==> src/rtl/fp_cal_pkg.sv <==
// rtl/fp_cal_pkg.sv - shared FP field widths, constants and FSM states
// for the calibration accumulator.
package fp_cal_pkg;
   localparam int EXP_W = 8;
   localparam int MAN_W = 23;
   localparam int BIAS  = 127;

   localparam logic [31:0] FP_MAX_POS = 32'h7F7FFFFF;
   localparam logic [31:0] FP_ZERO    = 32'h00000000;

   typedef enum logic [2:0] {
      S_IDLE,
      S_WAIT,
      S_ADD,
      S_SCALE,
      S_DONE
   } state_t;
endpackage

==> src/rtl/fp_mean_cal_if.sv <==
// rtl/fp_mean_cal_if.sv - sample handshake and result bus of the
// calibration accumulator.
interface fp_mean_cal_if;
   logic        go;
   logic        mean_en;
   logic [31:0] data;
   logic        valid;
   logic        ready;
   logic        busy;
   logic [31:0] result;
   logic        done;
   logic        err;

   modport master (output go, mean_en, data, valid,
                   input  ready, busy, result, done, err);
   modport slave  (input  go, mean_en, data, valid,
                   output ready, busy, result, done, err);
endinterface

==> src/rtl/fp_add_pipe.sv <==
// rtl/fp_add_pipe.sv - 3-stage single-precision adder (align/add, normalise,
// round/pack) with denormal flush, RNE rounding and saturation.
module fp_add_pipe
   import fp_cal_pkg::*;
(
   input  logic        i_clk,
   input  logic        i_rst,
   input  logic        i_valid,
   input  logic [31:0] i_a,
   input  logic [31:0] i_b,
   output logic        o_valid,
   output logic [31:0] o_sum,
   output logic        o_err
);
   logic        w_a_bad, w_b_bad, w_a_zero, w_b_zero, w_swap;
   logic [31:0] w_a_cln, w_b_cln, w_big, w_small;
   logic [23:0] w_big_m, w_small_m;
   logic [7:0]  w_d;
   logic [49:0] w_wide;
   logic [26:0] w_small_ext;

   assign w_a_bad   = &i_a[30:23];
   assign w_b_bad   = &i_b[30:23];
   assign w_a_zero  = (i_a[30:23] == 8'd0) | w_a_bad;
   assign w_b_zero  = (i_b[30:23] == 8'd0) | w_b_bad;
   assign w_a_cln   = w_a_zero ? {i_a[31], 31'b0} : i_a;
   assign w_b_cln   = w_b_zero ? {i_b[31], 31'b0} : i_b;
   assign w_swap    = w_b_cln[30:0] > w_a_cln[30:0];
   assign w_big     = w_swap ? w_b_cln : w_a_cln;
   assign w_small   = w_swap ? w_a_cln : w_b_cln;
   assign w_big_m   = {|w_big[30:23], w_big[22:0]};
   assign w_small_m = {|w_small[30:23], w_small[22:0]};
   assign w_d       = w_big[30:23] - w_small[30:23];
   assign w_wide    = {w_small_m, 26'b0} >> w_d;
   // Small operand keeps guard/round bits plus a sticky OR of everything shifted out.
   assign w_small_ext = (w_d > 8'd26) ? {26'b0, |w_small_m}
                                      : {w_wide[49:24], |w_wide[23:0]};

   logic        r1_valid, r1_sign, r1_sub, r1_err;
   logic [7:0]  r1_exp;
   logic [26:0] r1_big, r1_small;

   always_ff @(posedge i_clk or posedge i_rst) begin
      if (i_rst) begin
         r1_valid <= 1'b0;
         r1_sign  <= 1'b0;
         r1_sub   <= 1'b0;
         r1_err   <= 1'b0;
         r1_exp   <= '0;
         r1_big   <= '0;
         r1_small <= '0;
      end else begin
         r1_valid <= i_valid;
         r1_sign  <= w_big[31];
         r1_sub   <= w_big[31] ^ w_small[31];
         r1_err   <= w_a_bad | w_b_bad;
         r1_exp   <= w_big[30:23];
         r1_big   <= {w_big_m, 3'b0};
         r1_small <= w_small_ext;
      end
   end

   logic [27:0] w_sum;
   logic [4:0]  w_lz;
   logic [26:0] w_norm;
   logic [9:0]  w_nexp;

   assign w_sum = r1_sub ? ({1'b0, r1_big} - {1'b0, r1_small})
                         : ({1'b0, r1_big} + {1'b0, r1_small});

   always_comb begin
      w_lz = 5'd27;
      for (int i = 0; i <= 26; i++) begin
         if (w_sum[i]) w_lz = 5'(26 - i);
      end
   end

   always_comb begin
      w_norm = '0;
      w_nexp = '0;
      if (w_sum[27]) begin
         w_norm = {w_sum[27:2], w_sum[1] | w_sum[0]};
         w_nexp = {2'b0, r1_exp} + 10'd1;
      end else begin
         w_norm = w_sum[26:0] << w_lz;
         w_nexp = {2'b0, r1_exp} - {5'b0, w_lz};
      end
   end

   logic        r2_valid, r2_sign, r2_zero, r2_err;
   logic [8:0]  r2_exp;
   logic [26:0] r2_man;

   always_ff @(posedge i_clk or posedge i_rst) begin
      if (i_rst) begin
         r2_valid <= 1'b0;
         r2_sign  <= 1'b0;
         r2_zero  <= 1'b0;
         r2_err   <= 1'b0;
         r2_exp   <= '0;
         r2_man   <= '0;
      end else begin
         r2_valid <= r1_valid;
         r2_err   <= r1_err;
         r2_exp   <= w_nexp[8:0];
         r2_man   <= w_norm;
         // Exact cancellation is +0; exponent underflow flushes to signed zero.
         r2_zero  <= (w_sum == 28'd0) | w_nexp[9] | (w_nexp == 10'd0);
         r2_sign  <= (w_sum == 28'd0) ? 1'b0 : r1_sign;
      end
   end

   logic        w_rup, w_ovf;
   logic [24:0] w_rman;
   logic [8:0]  w_rexp;
   logic [22:0] w_frac;

   assign w_rup  = r2_man[2] & (r2_man[1] | r2_man[0] | r2_man[3]);
   assign w_rman = {1'b0, r2_man[26:3]} + 25'(w_rup);
   assign w_rexp = r2_exp + 9'(w_rman[24]);
   assign w_frac = w_rman[24] ? w_rman[23:1] : w_rman[22:0];
   assign w_ovf  = !r2_zero && (w_rexp >= 9'd255);

   always_ff @(posedge i_clk or posedge i_rst) begin
      if (i_rst) begin
         o_valid <= 1'b0;
         o_sum   <= FP_ZERO;
         o_err   <= 1'b0;
      end else begin
         o_valid <= r2_valid;
         o_err   <= r2_err | w_ovf;
         if (r2_zero)    o_sum <= {r2_sign, 31'b0};
         else if (w_ovf) o_sum <= {r2_sign, FP_MAX_POS[30:0]};
         else            o_sum <= {r2_sign, w_rexp[7:0], w_frac};
      end
   end
endmodule

==> src/rtl/fp_mean_cal.sv <==
// rtl/fp_mean_cal.sv - collects 2^LOG2_N float samples, accumulates them and
// emits the sum or mean as a one-cycle result pulse.
module fp_mean_cal
   import fp_cal_pkg::*;
#(
   parameter int LOG2_N = 4
)(
   input  logic          i_clk,
   input  logic          i_rst,
   fp_mean_cal_if.slave  bus
);
   localparam int N     = 1 << LOG2_N;
   localparam int CNT_W = LOG2_N + 1;

   state_t             r_state;
   logic [31:0]        r_acc, r_result;
   logic [CNT_W-1:0]   r_count;
   logic               r_mean_en, r_ready, r_busy, r_done, r_err;
   logic               w_accept, w_add_valid, w_add_err;
   logic [31:0]        w_add_sum, w_scaled;

   assign w_accept = (r_state == S_WAIT) & r_ready & bus.valid;

   fp_add_pipe u_add (
      .i_clk   (i_clk),
      .i_rst   (i_rst),
      .i_valid (w_accept),
      .i_a     (r_acc),
      .i_b     (bus.data),
      .o_valid (w_add_valid),
      .o_sum   (w_add_sum),
      .o_err   (w_add_err)
   );

   // Division by N is an exponent decrement; anything that would go denormal flushes.
   always_comb begin
      w_scaled = r_acc;
      if (r_mean_en && (r_acc[30:23] != 8'd0)) begin
         if (r_acc[30:23] <= 8'(LOG2_N)) w_scaled = {r_acc[31], 31'b0};
         else w_scaled = {r_acc[31], r_acc[30:23] - 8'(LOG2_N), r_acc[22:0]};
      end
   end

   always_ff @(posedge i_clk or posedge i_rst) begin
      if (i_rst) begin
         r_state   <= S_IDLE;
         r_acc     <= FP_ZERO;
         r_result  <= FP_ZERO;
         r_count   <= '0;
         r_mean_en <= 1'b0;
         r_ready   <= 1'b0;
         r_busy    <= 1'b0;
         r_done    <= 1'b0;
         r_err     <= 1'b0;
      end else begin
         r_done <= 1'b0;
         if (w_add_valid && w_add_err) r_err <= 1'b1;
         case (r_state)
            S_IDLE: begin
               if (bus.go) begin
                  r_acc     <= FP_ZERO;
                  r_count   <= '0;
                  r_err     <= 1'b0;
                  r_mean_en <= bus.mean_en;
                  r_busy    <= 1'b1;
                  r_ready   <= 1'b1;
                  r_state   <= S_WAIT;
               end
            end
            S_WAIT: begin
               if (bus.valid) begin
                  r_ready <= 1'b0;
                  r_state <= S_ADD;
               end
            end
            S_ADD: begin
               if (w_add_valid) begin
                  r_acc   <= w_add_sum;
                  r_count <= r_count + 1'b1;
                  if (r_count == CNT_W'(N - 1)) begin
                     r_state <= S_SCALE;
                  end else begin
                     r_ready <= 1'b1;
                     r_state <= S_WAIT;
                  end
               end
            end
            S_SCALE: begin
               r_result <= w_scaled;
               r_done   <= 1'b1;
               r_state  <= S_DONE;
            end
            S_DONE: begin
               r_busy  <= 1'b0;
               r_state <= S_IDLE;
            end
            default: r_state <= S_IDLE;
         endcase
      end
   end

   assign bus.ready  = r_ready;
   assign bus.busy   = r_busy;
   assign bus.result = r_result;
   assign bus.done   = r_done;
   assign bus.err    = r_err;
endmodule

==> src/flat_wrapper.sv <==
// flat-port wrapper written by rule: the top's interface ports become plain ports
module fp_mean_cal_flat import fp_cal_pkg::*;
#(
   parameter int LOG2_N = 4
)
  (i_clk, i_rst, bus_go, bus_mean_en, bus_data, bus_valid, bus_ready, bus_busy, bus_result, bus_done, bus_err);
  fp_mean_cal_if bus_i ();
  input  logic i_clk;
  input  logic i_rst;
  input wire logic [$bits(bus_i.go)-1:0] bus_go;
  input wire logic [$bits(bus_i.mean_en)-1:0] bus_mean_en;
  input wire logic [$bits(bus_i.data)-1:0] bus_data;
  input wire logic [$bits(bus_i.valid)-1:0] bus_valid;
  output wire logic [$bits(bus_i.ready)-1:0] bus_ready;
  output wire logic [$bits(bus_i.busy)-1:0] bus_busy;
  output wire logic [$bits(bus_i.result)-1:0] bus_result;
  output wire logic [$bits(bus_i.done)-1:0] bus_done;
  output wire logic [$bits(bus_i.err)-1:0] bus_err;
  assign bus_i.go = bus_go;
  assign bus_i.mean_en = bus_mean_en;
  assign bus_i.data = bus_data;
  assign bus_i.valid = bus_valid;
  assign bus_ready = bus_i.ready;
  assign bus_busy = bus_i.busy;
  assign bus_result = bus_i.result;
  assign bus_done = bus_i.done;
  assign bus_err = bus_i.err;
  fp_mean_cal #(.LOG2_N(LOG2_N)) u_core (.i_clk(i_clk), .i_rst(i_rst), .bus(bus_i));
endmodule
==> config.mk <==
export PLATFORM = sky130hd
export DESIGN_NAME = fp_mean_cal_flat
export DESIGN_NICKNAME = d
export VERILOG_FILES = /design/src/rtl/fp_cal_pkg.sv /design/src/rtl/fp_mean_cal_if.sv /design/src/rtl/fp_add_pipe.sv /design/src/rtl/fp_mean_cal.sv /design/src/flat_wrapper.sv
export SDC_FILE = /design/constraint.sdc
export NUM_CORES = 1
export LEC_CHECK = 0
export BUFFER_PORTS_ARGS = -buffer_cell sky130_fd_sc_hd__buf_2
export CAP_MARGIN = 20
export CORE_MARGIN = 5
export CORE_UTILIZATION = 60
export DETAILED_ROUTE_END_ITERATION = 16
export PLACE_DENSITY = 0.86
export RECOVER_POWER = 50
export SKIP_CTS_REPAIR_TIMING = 1
export SKIP_LAST_GASP = 1
export SYNTH_ARGS = -nofsm -noshare
export SYNTH_HDL_FRONTEND = slang
export SYNTH_SLANG_ARGS = --single-unit
==> constraint.sdc <==
create_clock -name i_clk -period 21.3 [get_ports i_clk]
set_input_delay 4.26 -clock i_clk [delete_from_list [all_inputs] [get_ports i_clk]]
set_output_delay 4.26 -clock i_clk [all_outputs]
set_load 0.005 [all_outputs]
==> impl_metrics.toml <==
[synthesis]
synth_edf_count = 0
synth_flop_cell = "dfrtp_1"
synthesis.nets = 2133
synth_top_area_cell = "dfrtp_1"
synth-seq-cells = 214
synthMostInstantiatedCell = "nand2_1"
avgSynthCellArea_um2 = 8.37
yosysWarnings = 0
synthTopCellsByCount = "nand2_1, dfrtp_1, o21ai_0"
ys_types = 111
yosys-top-cells-area = "dfrtp_1, ha_1, nand2_1, o21ai_0, mux2i_1"
syn_area_mm2 = 0.0167
async_flop_share_pct = 100
seq_area_frac_synth_pct = 32.0
synth.top_cell.area_share_pct = 32.0
syn_inst = 1997

[clocking]
path_clk_slew_ns = 0.06
cts_max_level = 1
cts_sinks = 214
cts_buffers = 23
cts_tree = "done"
clockBufferDepth = 3
clock_latency_ns = 0.53
root_buffer = "clkbuf_16"

[layout]
drive_above_1_share_pct = 10.2
area_growth_pct = 7.57
fill_cells = 2371
regArea_mm2 = 0.00536
multi_input_area_mm2 = 0.0105
layout.nets = 2139

[floorplan]
core_mm2 = 0.0276
start_util_pct = 60.5
die_h_um = 177
dieArea_mm2 = 0.0313
rows = 61
io_pins = 73
die_width_um = 177

[drt]
wl_per_cell_um = 22.9
drtIter0Drc = 2241
wirelength_mm = 54.9
vias_per_cell = 6.73
drt-pass1-iter-count = 6
postRouteAntennaNets = 0
drc = 0
vias = 16100

[timing]
fmax_ghz = 0.0877
slew_violations = 243
finalSetupViolCount = 0
fin_tns_setup_ns = 0
hold_viol = 0
finalCriticalPeriod_ns = 11.40
slew_headroom_pct = -288
rsz0062_at_grt = "no"
min_period_over_period_pct = 53.5
worst_slew_pin_slew_ns = 5.78
finalClockSkew_ns = 0.0203

[outcome]
violations = "max-capacitance violations, max-slew violations"
outcome = "finished with violations"

[worst_setup_path]
cp_max_fo = 33
worst_setup_path_end_kind = "register"
startpoint_type = "input pin"
crit_type = "input pin to register"
crit_slowest_cell = "clkinv_1"
rrSetupSlack_ns = 12.67
required_ns = 21.67
crit_chain = "clkbuf_1 -> nand4_1 -> or3_1 -> and2_0 -> ha_1 -> buf_4 -> nand4_1 -> nor4_1 -> and3b_2 -> nor2b_2 -> a2bb2oi_4 -> nor3_1 -> nor2_1 -> ha_1 -> clkinv_1 -> mux4_2 -> mux2_2 -> and4b_1 -> a2111oi_0 -> a221oi_1 -> nand4_1 -> o41ai_1 -> a22oi_1"
crit_top_cell = "nand4_1"
worstPathArrival_ns = 11.78
critPathMaxStageDelay_ns = 0.89

[global_route]
grt_pass1_wl_mm = 85.7
grt_pass1_vias = 15500
grt_max_degree = 139
antenna_found_initial = 0
grt_util_all_layers_pct = 34.4
grt_overflow = 0

[worst_hold_path]
hp-class = "register to register"

[placement]
post-dp-hpwl_mm = 41.6
gp_congestion = 1.02
io_buffers = 72

[flow_run]
max_cap_violations = 3
-- cells by family after synthesis --
kind of cell               synth area share [%]
DFF                                        32.0
muxes                                      7.46
adders and majority gates                  7.50
AOI/OAI and AO/OA                          23.4
and+or+nand+nor                            20.1
buffers and inverters                      5.28
xor gates and xnor gates                   4.21
-- layout make-up --
class / count / share of cell area [%]
multi-input combinational: 1566 / 58.3
sequential: 214 / 29.8
clock buffer: 32 / 3.67
timing repair buffer: 90 / 2.64
tap: 378 / 2.63
inverter: 108 / 2.26
clock inverter: 9 / 0.696
antenna: 2 / 0.0278
-- sequential cells by signal, summed over array words and instances, names as in the netlist, 3 cells and up --
| register | cells |
|---|---|
| u_core.bus.result | 32 |
| u_core.u_add.r2_exp | 9 |
| u_core.r_state | 3 |
| u_core.u_add.r1_small | 27 |
| u_core.r_acc | 32 |
| u_core.u_add.o_sum | 32 |
| u_core.r_count | 5 |
| u_core.u_add.r1_big | 24 |
| u_core.u_add.r2_man | 27 |
| u_core.u_add.r1_exp | 8 |
-- layer usage --
layer	up-vias	GRT usage (%)	wire (um)
li1	7251	-	-
met1	7785	46.7	22200
met2	927	56.4	25500
met3	182	5.30	4770
met4	0	12.3	2360
met5	-	0	0
-- path summary, 6_finish.rpt --
| path | start | to | cells past startpoint |
|---|---|---|---|
| worst min-delay path | u_core.u_add.r2_valid | u_core.u_add.o_valid | 0 |
| worst max register to register | u_core.r_acc[25] | u_core.u_add.r1_small[0] | 23 |
| worst max-delay path | bus_data[24] | u_core.u_add.r1_small[0] | 23 |
| max in group asynchronous | i_rst | u_core.u_add.r1_small[14] | 3 |
| worst min register to register | u_core.u_add.r2_valid | u_core.u_add.o_valid | 0 |
| min in group asynchronous | i_rst | u_core.r_count[0] | 2 |
-- placed cells by master, fill, tap and decap left out, drive strengths merged, types with 11 or more instances in the layout --
cell / synthesis / routed
nand2: 283 / 283
o211ai: 35 / 35
a31oi: 25 / 25
nor2b: 21 / 21
inv: 107 / 109
ha: 97 / 97
a21o: 24 / 24
nand2b: 21 / 21
a211oi: 34 / 34
xnor2: 44 / 44
nor2: 152 / 152
mux2i: 73 / 73
mux4: 17 / 17
or2: 17 / 17
o221ai: 11 / 11
nand3: 53 / 53
dfrtp: 214 / 214
o21ai: 181 / 181
a21oi: 113 / 113
a22o: 30 / 30
o22ai: 12 / 12
or3: 13 / 13
nor4: 20 / 20
nor3: 34 / 34
xor2: 32 / 32
and2: 15 / 15
buf: 36 / 82
nand4: 23 / 23
and3: 20 / 20
clkbuf: 73 / 40
-- through the flow --
step	hold WS [ns]	setup slack [ns]	instance area, um^2	util [%]	cells
floorplan	0.331	11.10	16700	-	1997
CTS	0.356	10.11	18000	65.2	2396
finish	0.352	9.90	18000	65.1	2399
detailed placement	0.336	9.58	17200	62.4	2355
global placement	0.332	9.75	17200	62.4	2355
global route	0.371	9.40	18000	65.1	2397
-- critical path, delay by kind of cell --
family | cells | cell delay, ns
AO/OA/AOI/OAI | 5 | 1.63
AND/OR/NAND/NOR | 11 | 2.62
multiplexers | 2 | 0.84
buffers and inverters | 3 | 1.44
adder cells (fa/ha/maj) | 2 | 0.97
Power is left out: the tool's default activity adds up to more than one toggle a clock period on the data nets, which glitch-free logic cannot reach.
